--- config.mk ---
export PLATFORM = sky130hd
export DESIGN_NAME = serial_shifter
export DESIGN_NICKNAME = d
export VERILOG_FILES = /design/src/rtl/shift_pkg.sv /design/src/rtl/shift_stage.sv /design/src/rtl/serial_shifter.sv
export SDC_FILE = /design/constraint.sdc
export NUM_CORES = 1
export LEC_CHECK = 0
export ABC_AREA = 1
export CORE_MARGIN = 2
export CORE_UTILIZATION = 38
export CTS_CLUSTER_DIAMETER = 40
export DETAILED_ROUTE_END_ITERATION = 6
export GPL_ROUTABILITY_DRIVEN = 0
export GPL_TIMING_DRIVEN = 0
export PLACE_DENSITY = 0.75
export SLEW_MARGIN = 20
export SYNTH_ARGS = -nofsm -noshare
export SYNTH_HDL_FRONTEND = slang
export SYNTH_SLANG_ARGS = --single-unit
export TNS_END_PERCENT = 30
--- constraint.sdc ---
create_clock -name clk -period 1.6 [get_ports clk]
set_input_delay 0.32 -clock clk [delete_from_list [all_inputs] [get_ports clk]]
set_output_delay 0.32 -clock clk [all_outputs]
set_load 0.01 [all_outputs]
--- src/rtl/shift_pkg.sv ---
// Shared types for the serial shifter: operation codes and controller states.
package shift_pkg;

    localparam int unsigned OP_W    = 3;
    localparam int unsigned STATE_W = 2;

    typedef enum logic [OP_W-1:0] {
        SLL = 3'd0,
        SRL = 3'd1,
        SRA = 3'd2,
        ROL = 3'd3,
        ROR = 3'd4
    } shift_op_e;

    typedef enum logic [STATE_W-1:0] {
        IDLE  = 2'd0,
        SHIFT = 2'd1,
        DONE  = 2'd2
    } shift_state_e;

endpackage : shift_pkg

--- src/rtl/shift_stage.sv ---
// One combinational step of the serial shifter: shifts val by 0..STEP bits.
// Ports:
//   val    - current partial result
//   amount - bits to shift this step (0..STEP)
//   op     - shift operation
//   sign   - fill bit for SRA (the original operand MSB)
//   out    - shifted value
// Each candidate uses a constant shift distance, so the logic is a
// (STEP+1)-way mux of wiring, not a full barrel shifter.
module shift_stage
    import shift_pkg::*;
#(
    parameter int unsigned WIDTH = 32,
    parameter int unsigned STEP  = 4
) (
    input  logic [WIDTH-1:0]           val,
    input  logic [$clog2(STEP+1)-1:0]  amount,
    input  shift_op_e                  op,
    input  logic                       sign,
    output logic [WIDTH-1:0]           out
);

    localparam int unsigned AMT_W = $clog2(STEP + 1);

    // Select the constant-distance candidate matching amount.
    always_comb begin
        out = val;
        for (int unsigned k = 0; k <= STEP; k++) begin
            if (amount == AMT_W'(k)) begin
                case (op)
                    SLL:     out = val << k;
                    SRL:     out = val >> k;
                    // Fill from the latched sign, not val's MSB, which has
                    // already been overwritten by earlier steps.
                    SRA:     out = WIDTH'({{WIDTH{sign}}, val} >> k);
                    ROL:     out = WIDTH'(({val, val} << k) >> WIDTH);
                    ROR:     out = WIDTH'({val, val} >> k);
                    default: out = val;
                endcase
            end
        end
    end

endmodule : shift_stage

--- src/rtl/serial_shifter.sv ---
// Multi-cycle shifter: applies up to STEP bits of shift per cycle until the
// requested amount is consumed, then presents the result with valid/ready.
// Ports:
//   clk, rst             - clock, synchronous active-high reset
//   in_valid/in_ready    - request handshake (ready only in IDLE)
//   in_val/in_sham/in_op - operand, shift amount, operation
//   kill                 - abort any in-flight operation
//   out_valid/out_ready  - result handshake (valid only in DONE)
//   out_data             - result (data register)
module serial_shifter
    import shift_pkg::*;
#(
    parameter int unsigned WIDTH = 32,
    parameter int unsigned STEP  = 4
) (
    input  logic                       clk,
    input  logic                       rst,
    input  logic                       in_valid,
    output logic                       in_ready,
    input  logic [WIDTH-1:0]           in_val,
    input  logic [$clog2(WIDTH)-1:0]   in_sham,
    input  shift_op_e                  in_op,
    input  logic                       kill,
    output logic                       out_valid,
    input  logic                       out_ready,
    output logic [WIDTH-1:0]           out_data
);

    localparam int unsigned SHAM_W = $clog2(WIDTH);
    localparam int unsigned AMT_W  = $clog2(STEP + 1);

    shift_state_e       state_q,     state_d;
    logic [SHAM_W-1:0]  rem_q,       rem_d;
    logic [WIDTH-1:0]   data_q,      data_d;
    shift_op_e          op_q,        op_d;
    logic               sign_q,      sign_d;
    logic               in_ready_q,  in_ready_d;
    logic               out_valid_q, out_valid_d;

    logic [AMT_W-1:0]   step_c;
    logic [WIDTH-1:0]   stage_out_c;

    // Bits to shift this cycle: min(remaining, STEP).
    always_comb begin
        if (32'(rem_q) > STEP) begin
            step_c = AMT_W'(STEP);
        end else begin
            step_c = AMT_W'(rem_q);
        end
    end

    shift_stage #(
        .WIDTH (WIDTH),
        .STEP  (STEP)
    ) u_stage (
        .val    (data_q),
        .amount (step_c),
        .op     (op_q),
        .sign   (sign_q),
        .out    (stage_out_c)
    );

    // Next-state and datapath control.
    always_comb begin
        state_d = state_q;
        rem_d   = rem_q;
        data_d  = data_q;
        op_d    = op_q;
        sign_d  = sign_q;

        case (state_q)
            IDLE: begin
                // kill also blocks acceptance in IDLE.
                if (in_valid && !kill) begin
                    data_d  = in_val;
                    rem_d   = in_sham;
                    op_d    = in_op;
                    sign_d  = in_val[WIDTH-1];
                    state_d = (in_sham != '0) ? SHIFT : DONE;
                end
            end
            SHIFT: begin
                if (kill) begin
                    state_d = IDLE;
                end else begin
                    data_d  = stage_out_c;
                    rem_d   = rem_q - SHAM_W'(step_c);
                    state_d = (32'(rem_q) <= STEP) ? DONE : SHIFT;
                end
            end
            DONE: begin
                if (kill || out_ready) begin
                    state_d = IDLE;
                end
            end
            default: state_d = IDLE;
        endcase

        in_ready_d  = (state_d == IDLE);
        out_valid_d = (state_d == DONE);
    end

    // State and datapath registers.
    always_ff @(posedge clk) begin
        if (rst) begin
            state_q     <= IDLE;
            rem_q       <= '0;
            data_q      <= '0;
            op_q        <= SLL;
            sign_q      <= 1'b0;
            in_ready_q  <= 1'b1;
            out_valid_q <= 1'b0;
        end else begin
            state_q     <= state_d;
            rem_q       <= rem_d;
            data_q      <= data_d;
            op_q        <= op_d;
            sign_q      <= sign_d;
            in_ready_q  <= in_ready_d;
            out_valid_q <= out_valid_d;
        end
    end

    assign in_ready  = in_ready_q;
    assign out_valid = out_valid_q;
    assign out_data  = data_q;

endmodule : serial_shifter

-- Yosys cells after proc, flatten, opt, wreduce, memory -nomap -nowiden
Cells that the tools add are included.
- $add $sub $neg: 1
- order comparisons: 2
- equal/unequal tests: 18
- mux-type cells: 21
- reductions and logical operators: 11
- operators by type and width (kind ; number):
    one-hot mux 32 bit (5 select lines) ; 4
    two-way mux 32 bit ; 6
    one-hot mux 32 bit (2 select lines) ; 1
    != test 7 bit (second input constant) ; 4
    equality test 3 x 2 -> 1 bit (second input constant) ; 4
    two-way mux 2 bit ; 5
    two-way mux 5 bit ; 2
    one-hot mux 5 bit (2 select lines) ; 1
    AND reduction 8 bit ; 1
    equality test 3 x 1 -> 1 bit (second input constant) ; 2
    equality test 3 bit (second input constant) ; 2
    one-hot mux 2 bit (3 select lines) ; 1
    greater-than comparator 5 x 3 -> 1 bit (second input constant) ; 1
    <= comparator 5 x 3 -> 1 bit (second input constant) ; 1
    != test 5 x 1 -> 1 bit (second input constant) ; 1
    nonzero test 5 bit ; 1
    subtractor 5 x 3 -> 5 bit ; 1
    equality test 2 bit (second input constant) ; 2
    logical NOT 2 bit ; 2
    != test 2 bit (second input constant) ; 2
    logical NOT 3 bit ; 1
    two-way mux 3 bit ; 1
    AND reduction 3 bit ; 1
    equality test 2 x 1 -> 1 bit (second input constant) ; 1
    other kinds (5) ; 5
- flip-flop bits (word level): 45
- bits of input ports: 45
- output and inout port bits: 34
- logic and storage cells: 60

-- Logic depth before layout (Yosys ltp)
Gate-level depths: netlist of run 1.
- word-level depth: 9
- mapped depth: 11
- mapped depth without buffers: 11

-- Cells and area by module
Synthesis of run 1 repeated with hierarchy kept, for this count alone.
- cell total of the unflattened synthesis: 991
- area, all modules: 5117.4 µm²
- by module, submodules not included (module ; times used ; cells an instance ; area each (µm²) ; seq. area each (µm²)):
    shift_stage ; 1 ; 646 ; 2884.0 ; 0.0
    serial_shifter ; 1 ; 345 ; 2233.4 ; 900.9

-- Worst setup path before layout of run 1
No wires, ideal clock.
- path kind: reg2reg
- start: reg state_q[0]
- end: reg data_q[22] (netlist: out_data[22])
- setup time: 0.118 ns
- data arrival time: 1.351 ns
- required time: 1.482 ns
- setup slack: 0.131 ns
- cell stages (with the launch flop): 11
- buffers on the path: 1
- period minus slack after synthesis: 1.469 ns
- path through: dfxtp_1 inv_1 nor2_4 nand2_1 nand2_2 nand3_1 inv_2 buf_2 nand2_1 nor2_1 a21oi_2
- longest elaborated chain between the ends: 3
- elaborated cells on any way between the ends: 12
- those cells by class: 8 x eq/ne; 1 x mux; 3 x reduce/logical
- RTL lines (what ; RTL line ; source):
    start: declaration ; serial_shifter.sv:32 ; shift_state_e state_q, state_d;
    start signal: assignment ; serial_shifter.sv:114 ; state_q <= state_d;
    equality test 2 x 1 -> 1 bit or logical NOT 2 bit (tied branches) ; serial_shifter.sv:71 ; case (state_q)
    != test 7 bit (no source line) (tied with other cells) ; n/a ;
    AND reduction 8 bit (no source line) ; n/a ;
    end signal: assignment ; serial_shifter.sv:116 ; data_q <= data_d;
    end: declaration ; serial_shifter.sv:34 ; logic [WIDTH-1:0] data_q, data_d;
Several ways; a longest one is shown, not always the timed one.
A chain may end at the register's enable or synchronous reset.

-- Final worst setup path of run 1
- start: reg op_q[1]
- end: reg data_q[24] (netlist: out_data[24])
- longest elaborated chain between the ends: 8
- elaborated cells on any way between the ends: 20
- those cells by class: 8 x eq/ne; 10 x mux; 2 x reduce/logical
- RTL lines (what ; RTL line ; source):
    start: declaration ; serial_shifter.sv:35 ; shift_op_e op_q, op_d;
    start signal: assignment ; serial_shifter.sv:117 ; op_q <= op_d;
    equality test 3 bit (tied with other cells) ; n/a ;
    one-hot mux 32 bit (5 select lines) ; shift_stage.sv:30 ; case (op)
    two-way mux 32 bit (4 in series) ; shift_stage.sv:29 ; if (amount == AMT_W'(k)) begin
    two-way mux 32 bit ; serial_shifter.sv:83 ; if (kill) begin
    one-hot mux 32 bit (2 select lines) ; serial_shifter.sv:71 ;
Several ways; a longest one is shown, not always the timed one. The select of a mux whose other input is x is not followed.

==> metrics.txt, run 1 <==
status finished, violations left; failing checks negative setup slack; Initial Util 39.2%; placed insts 874; setup ws final -0.0709 ns; power per cell area 738 mW/mm^2; Die X 105 um; register area share after synthesis 23.4%; initial antenna violation count 0; Fin. Hold Viols 0; # nets final 815; H-tree depth 2; worst path arrival time 1.87 ns; vias 5388; layout filler cell count 936; Max Clock Freq 598 MHz; yosys warns 0; Setup Crit Path Kind reg -> reg; Synth Register Bits 45; DRC 0; # clock sinks 45; Pwr Total 4.22 mW; antenna cell count 0; CP Capture Type flip-flop; Cells after Synth 663; Total Routing Usage GR 26.8%; Syn Nets 709; Port Buffers 78; clock slew at reported path FFs 0.09 ns; Max Cap Violations 0; CTS Buf Count 5; drt wl/cell 18.0 um; vias in the first global route 5061; Clock Skew 0.00897 ns; worst endpoint required time 1.80 ns; Worst-Skew Late Latency 0.32 ns; R2R Setup Slk -0.07 ns; worst hold-check path type reg -> reg; Worst R2R End out_data[24]$_SDFFE_PP0P_; syn_area_per_cell 5.81 sq um; post-place setup slack -0.667 ns; Hold Path Origin rem_q[4]$_SDFFE_PP0P_; routed vias/inst 5.97; Yosys cell types 35; Placement Cell Area 0.00480 sq mm; hold slack 0.503 ns; Routed Antenna Nets 0; GRT overflow 0; Worst setup SP type flip-flop; core area 0.00982 sq mm; chip height 105 um; Longest Clk Path Bufs 2; Root Driver clkbuf_8; Max VDD drop 0.329 mV; design area 0.00571 sq mm; Fin Setup TNS -0.354 ns; setup violators final 12; final wirelength 16200 um; first-pass GRT wire length 23900 um; DP HPWL 10500 um; drt pass-1 iters 6; Rows 36; Die Footprint 0.0110 sq mm; initial drt markers 874; Hold Path Sink rem_q[4]$_SDFFE_PP0P_; Leak Pwr 2.88 nW; CP max FO 6; CTS tree done; post-layout util 58.2%; Non-Filler Instances 903; num ports 79; Worst R2R Start op_q[1]$_SDFFE_PP0P_; Mapped Area 0.00385 sq mm; pin count of the biggest net entering global routing 15; share of layout cells above drive strength 1 25.7%; synthesis-to-finish area growth 48.3%; Max Slew Vio Count 0; cells on worst reg2reg path 11; hold path depth 2; final worst-path cycle share 104%; RSZ-0062 raised after global routing true; Tmin final 1.67 ns
-- worst max-delay path, cell delays in order (launching register included) --
cell and delay [ns]:
dfxtp_4 0.38, inv_2 0.10, nand3_4 0.11, nand2_8 0.14, nand2_8 0.10, clkbuf_16 0.21, nand2_8 0.08, nand2_1 0.07
nand2_1 0.10, nand2_1 0.07, o21ai_1 0.13, a21oi_1 0.08
-- cell usage in the layout, fill, tap and decap left out, types with 2 or more instances in the layout --
| cell type | synthesis | routed |
|---|---|---|
| clkbuf_4 | 0 | 6 |
| o21ai_0 | 34 | 29 |
| o21ai_2 | 1 | 5 |
| nor2_1 | 43 | 40 |
| buf_4 | 2 | 17 |
| nand3_2 | 2 | 36 |
| nand2_4 | 11 | 13 |
| bufinv_16 | 0 | 2 |
| inv_2 | 6 | 4 |
| dfxtp_2 | 0 | 25 |
| inv_1 | 21 | 21 |
| nand4_1 | 3 | 3 |
| nand2_2 | 17 | 16 |
| dfxtp_4 | 0 | 10 |
| inv_4 | 0 | 3 |
| a21oi_1 | 85 | 78 |
| buf_2 | 16 | 3 |
| buf_6 | 0 | 13 |
| nand3_1 | 107 | 72 |
| o21ai_1 | 21 | 21 |
| nand3_4 | 1 | 2 |
| nand2_8 | 1 | 3 |
| dfxtp_1 | 45 | 10 |
| buf_12 | 1 | 5 |
| clkbuf_2 | 4 | 6 |
| clkdlybuf4s50_1 | 0 | 55 |
| nor2_4 | 3 | 5 |
| dlymetal6s2s_1 | 0 | 20 |
| dlygate4sd2_1 | 0 | 3 |
| clkbuf_16 | 0 | 3 |
| a21oi_2 | 3 | 10 |
| clkbuf_1 | 9 | 3 |
| clkinv_2 | 0 | 2 |
| nand2_1 | 212 | 209 |
| clkbuf_8 | 0 | 5 |
-- worst max-delay path by stage --
| stage | startpoint | endpoint | cells after the start |
|---|---|---|---|
| 6_report | op_q[1]$_SDFFE_PP0P_ | out_data[24]$_SDFFE_PP0P_ | 11 |
| 3_5_place_dp | in_valid | out_data[16]$_SDFFE_PP0P_ | 11 |
| 5_1_grt | rem_q[3]$_SDFFE_PP0P_ | out_data[9]$_SDFFE_PP0P_ | 9 |
| 3_3_place_gp | in_valid | out_data[22]$_SDFFE_PP0P_ | 11 |
| 4_1_cts | out_data[26]$_SDFFE_PP0P_ | out_data[26] | 1 |
| 2_1_floorplan | state_q[0]$_SDFF_PP0_ | out_data[22]$_SDFFE_PP0P_ | 10 |
-- sequential cells by signal, indices dropped and copies added (netlist names) --
signal,cells
out_data,32
rem_q,5
op_q,3
state_q,2
in_ready,1
out_valid,1
sign_q,1
-- Yosys cell counts --
cell	number	share of area (%)
nand3_4	1	0.45
o21ai_1	21	2.7
or2_2	1	0.16
a21oi_2	3	0.68
conb_1	1	0.097
nand3_1	107	14
nand3_2	2	0.52
a31oi_1	1	0.16
nand2_2	17	2.8
clkbuf_2	4	0.52
o211ai_1	1	0.20
nand2_4	11	3.2
buf_1	2	0.20
inv_1	21	2.0
o21ai_0	34	4.4
clkinv_1	2	0.20
buf_8	2	0.78
inv_2	6	0.58
nand2_8	1	0.52
buf_2	16	2.1
clkbuf_1	9	0.88
nor2_4	3	0.88
ha_1	1	0.32
nor3b_1	1	0.20
nor3_1	1	0.13
dfxtp_1	45	23
nand2_1	212	21
nor2_1	43	4.2
buf_4	2	0.39
nand4_1	3	0.49
o21ai_2	1	0.23
a221oi_1	1	0.23
buf_12	1	0.52
xor2_1	1	0.23
a21oi_1	85	11
-- report_power, final --
group          internal (mW)  switching [mW]  leakage [nW]
Sequential              1.23           0.159         0.386
Combinational          0.754            1.00          2.42
Clock                  0.621           0.448        0.0681
-- layer usage --
metal	vias up	global-route usage, %	routed length, um
met5	-	0	0
met2	464	44.0	7250
met4	0	14.2	979
met1	2370	32.5	6020
li1	2436	-	-
met3	118	6.11	1950
-- what timing repair did --
| action | 4_1_cts | 5_1_grt |
|---|---|---|
| pin swaps | 5 | 19 |
| setup buffers | 11 | 7 |
| cloned | 0 | 3 |
| gates resized for setup | 65 | 131 |
| setup endpoints to repair | 64 | 53 |
| hold buffers | 0 | 0 |
-- logic make-up (layout without fill, tap and decap cells) --
logic type	Yosys count	count (layout)	synth area share [%]
xor gates and xnor gates	1	1	0.227
and+or+nand+nor	403	403	48.1
other	1	1	0.0974
AOI/OAI and AO/OA	147	147	19.7
adders and majority gates	1	1	0.325
buffers and inverters	65	172	8.19
DFF	45	45	23.4
-- cell type report --
type | instances | area [sq um] | share of cell area (%)
Multi-Input combinational cell | 553 | 2930 | 51.3
Tap cell | 133 | 166 | 2.91
Buffer | 36 | 340 | 5.96
Sequential cell | 45 | 970 | 17.0
Clock buffer | 5 | 68.8 | 1.20
Timing Repair Buffer | 99 | 1050 | 18.4
Clock inverter | 3 | 65.1 | 1.14
Inverter | 29 | 118 | 2.06
Power figures use the tool's default switching activity.
==> inputs of run 2 (changes only) <==
- CORE_MARGIN: 2 -> default
==> metrics.txt, run 2 (synthesis gave the netlist of run 1 again) <==
placed insts 874 (unchanged); met1 WL 5630 um (-6.4%); WP buf/inv 2 (unchanged); CTS tree done; Reg power frac 33.7% (+0.7 points); internal power 2.56 mW (-2.0%); Die Footprint 0.0105 sq mm (-3.8%); Worst setup SP type flip-flop; Placement Cell Area 0.00480 sq mm (unchanged); Worst R2R Start rem_q[3]$_SDFFE_PP0P_; CP max FO 7 (+1); Die X 103 um (-1.9%); final wirelength 15300 um (-5.5%); Root Driver clkbuf_8; DRC 6 (+6); Hold Path Origin rem_q[4]$_SDFFE_PP0P_; Max VDD drop 0.364 mV (+11%); initial drt markers 821 (-6.1%); worst path arrival time 1.85 ns (-0.02 ns); Rel. slew slack 59.2%; Leak Pwr 2.78 nW (-3.3%); Fin. Hold Viols 0 (unchanged); Rows 36 (unchanged); worst hold-check path type reg -> reg; drt wl/cell 17.0 um (-5.3%); Slew @ Worst Pin 0.612 ns; Crit path top cell by count nand2_1; DP HPWL 10400 um (-0.90%); share of layout cells above drive strength 1 23.3% (-2.4 points); hold-fix buffers at CTS 0 (unchanged); Setup Crit Path Kind reg -> reg; CP Capture Type flip-flop; Max Cap Violations 0 (unchanged); Port Buffers 78 (unchanged); Total Routing Usage GR 29.2% (+2.4 points); initial antenna violation count 0 (unchanged); hold slack 0.508 ns (+0.00499 ns); Comb power frac 40.0% (-1.7 points); vias in the first global route 5031 (-0.59%); setup violators final 2 (-10); most frequent cells in the layout 207 x nand2_1, 86 x nand3_1, 81 x a21oi_1; Worst-Skew Late Latency 0.32 ns (about the same); Met3 Wirelength 2080 um (+6.4%); failing checks design-rule violations, negative setup slack; Worst path slowest cell dfxtp_4; Longest Clk Path Bufs 2 (unchanged); worst endpoint required time 1.81 ns (about the same); pin count of the biggest net entering global routing 15 (unchanged); first-pass GRT wire length 24200 um (+1.0%); drt pass-1 iters 7 (+1); num ports 79 (unchanged); vias 5387 (-0.019%); # clock sinks 45 (unchanged); design area 0.00552 sq mm (-3.4%); chip height 103 um (-1.9%); routed vias/inst 5.98 (+0.20%); max FFs per register 32 (unchanged); post-layout util 56.2% (-2.0 points); delay-heaviest family, CP simple AND/OR/NAND/NOR gates; Initial Util 39.2% (unchanged); sw power 1.55 mW (-3.7%); Max Slew Vio Count 0 (unchanged); Non-Filler Instances 901 (-0.22%); R2R Setup Slk -0.04 ns (+0.03 ns); Routed Antenna Nets 0 (unchanged); post-place setup slack -0.645 ns (+0.0220 ns); power per cell area 744 mW/mm^2 (+0.82%); Clock Skew 0.00699 ns (-0.00198 ns); final worst-path cycle share 103% (-1.7 points); Pwr Total 4.11 mW (-2.6%); CP peak stage delay 0.37 ns (about the same); setup ws final -0.0432 ns (+0.0277 ns); status finished, violations left; Fin Setup TNS -0.0608 ns (+0.293 ns); clock slew at reported path FFs 0.09 ns (about the same); share of power burned in the clock network 26.2% (+0.8 points); Tmin final 1.64 ns (-0.0277 ns); core area 0.00982 sq mm (unchanged); CP cell instances nor2_4 > nand4_1 > buf_6 > buf_6 > nor2_1 > a21oi_1 > nand2_1 > nand2_1 > nand2_1 > a21oi_1; CP startpoint rem_q[3]$_SDFFE_PP0P_; RSZ-0062 raised after global routing true; DR top layer met4; Max Clock Freq 609 MHz (+1.7%); H-tree depth 2 (unchanged); switching part of the total 37.8% (-0.42 points); antenna cell count 0 (unchanged); GRT overflow 0 (unchanged); most common cell after layout, fill and taps aside nand2_1; synthesis-to-finish area growth 43.3%; met2 WL 6820 um (-5.9%); # nets final 813 (-0.25%); CTS Buf Count 5 (unchanged)
run 2: timing repair:
item                                    CTS  global route
endpoints found under the setup margin   62            55
buffers inserted                         11             7
gates cloned                              0             1
gates resized for setup                  70            95
pin swaps                                 4             9
run 2: routing by layer:
| layer | up-vias | track usage (%) |
|---|---|---|
| li1 | 2429 | - |
| met1 | 2389 | 36.9 |
| met2 | 472 | 46.9 |
| met3 | 97 | 5.76 |
| met4 | 0 | 15.4 |
| met5 | - | 0 |
run 2: area by class of cell:
type	count	area, sq um
Buffer	36	320
Clock buffer	5	68.8
Clock inverter	3	65.1
Fill cell	976	4300
Inverter	29	126
Multi-Input combinational cell	553	2820
Sequential cell	45	957
Tap cell	133	166
Timing Repair Buffer	97	991
run 2: power by group through the flow:
stage	clock network (mW)	logic [mW]	registers, mW
final	1.08	1.64	1.39
after global routing	1.12	1.76	1.40
after CTS	1.08	1.47	1.37
after detailed placement	0	1.39	1.38
after global placement	0	1.36	1.38
after floorplan	0	0.846	1.38
run 2: path summary, 6_finish.rpt:
kind                              end  depth (start not counted)
max          out_data[1]$_SDFFE_PP0P_                         10
min             rem_q[4]$_SDFFE_PP0P_                          2
max reg2reg  out_data[1]$_SDFFE_PP0P_                         10
min reg2reg     rem_q[4]$_SDFFE_PP0P_                          2
run 2: worst min-delay path, cell delays in order, from the launching register on:
cell and delay (ns):
dfxtp_1 0.35, nand2_1 0.07, a21oi_1 0.05
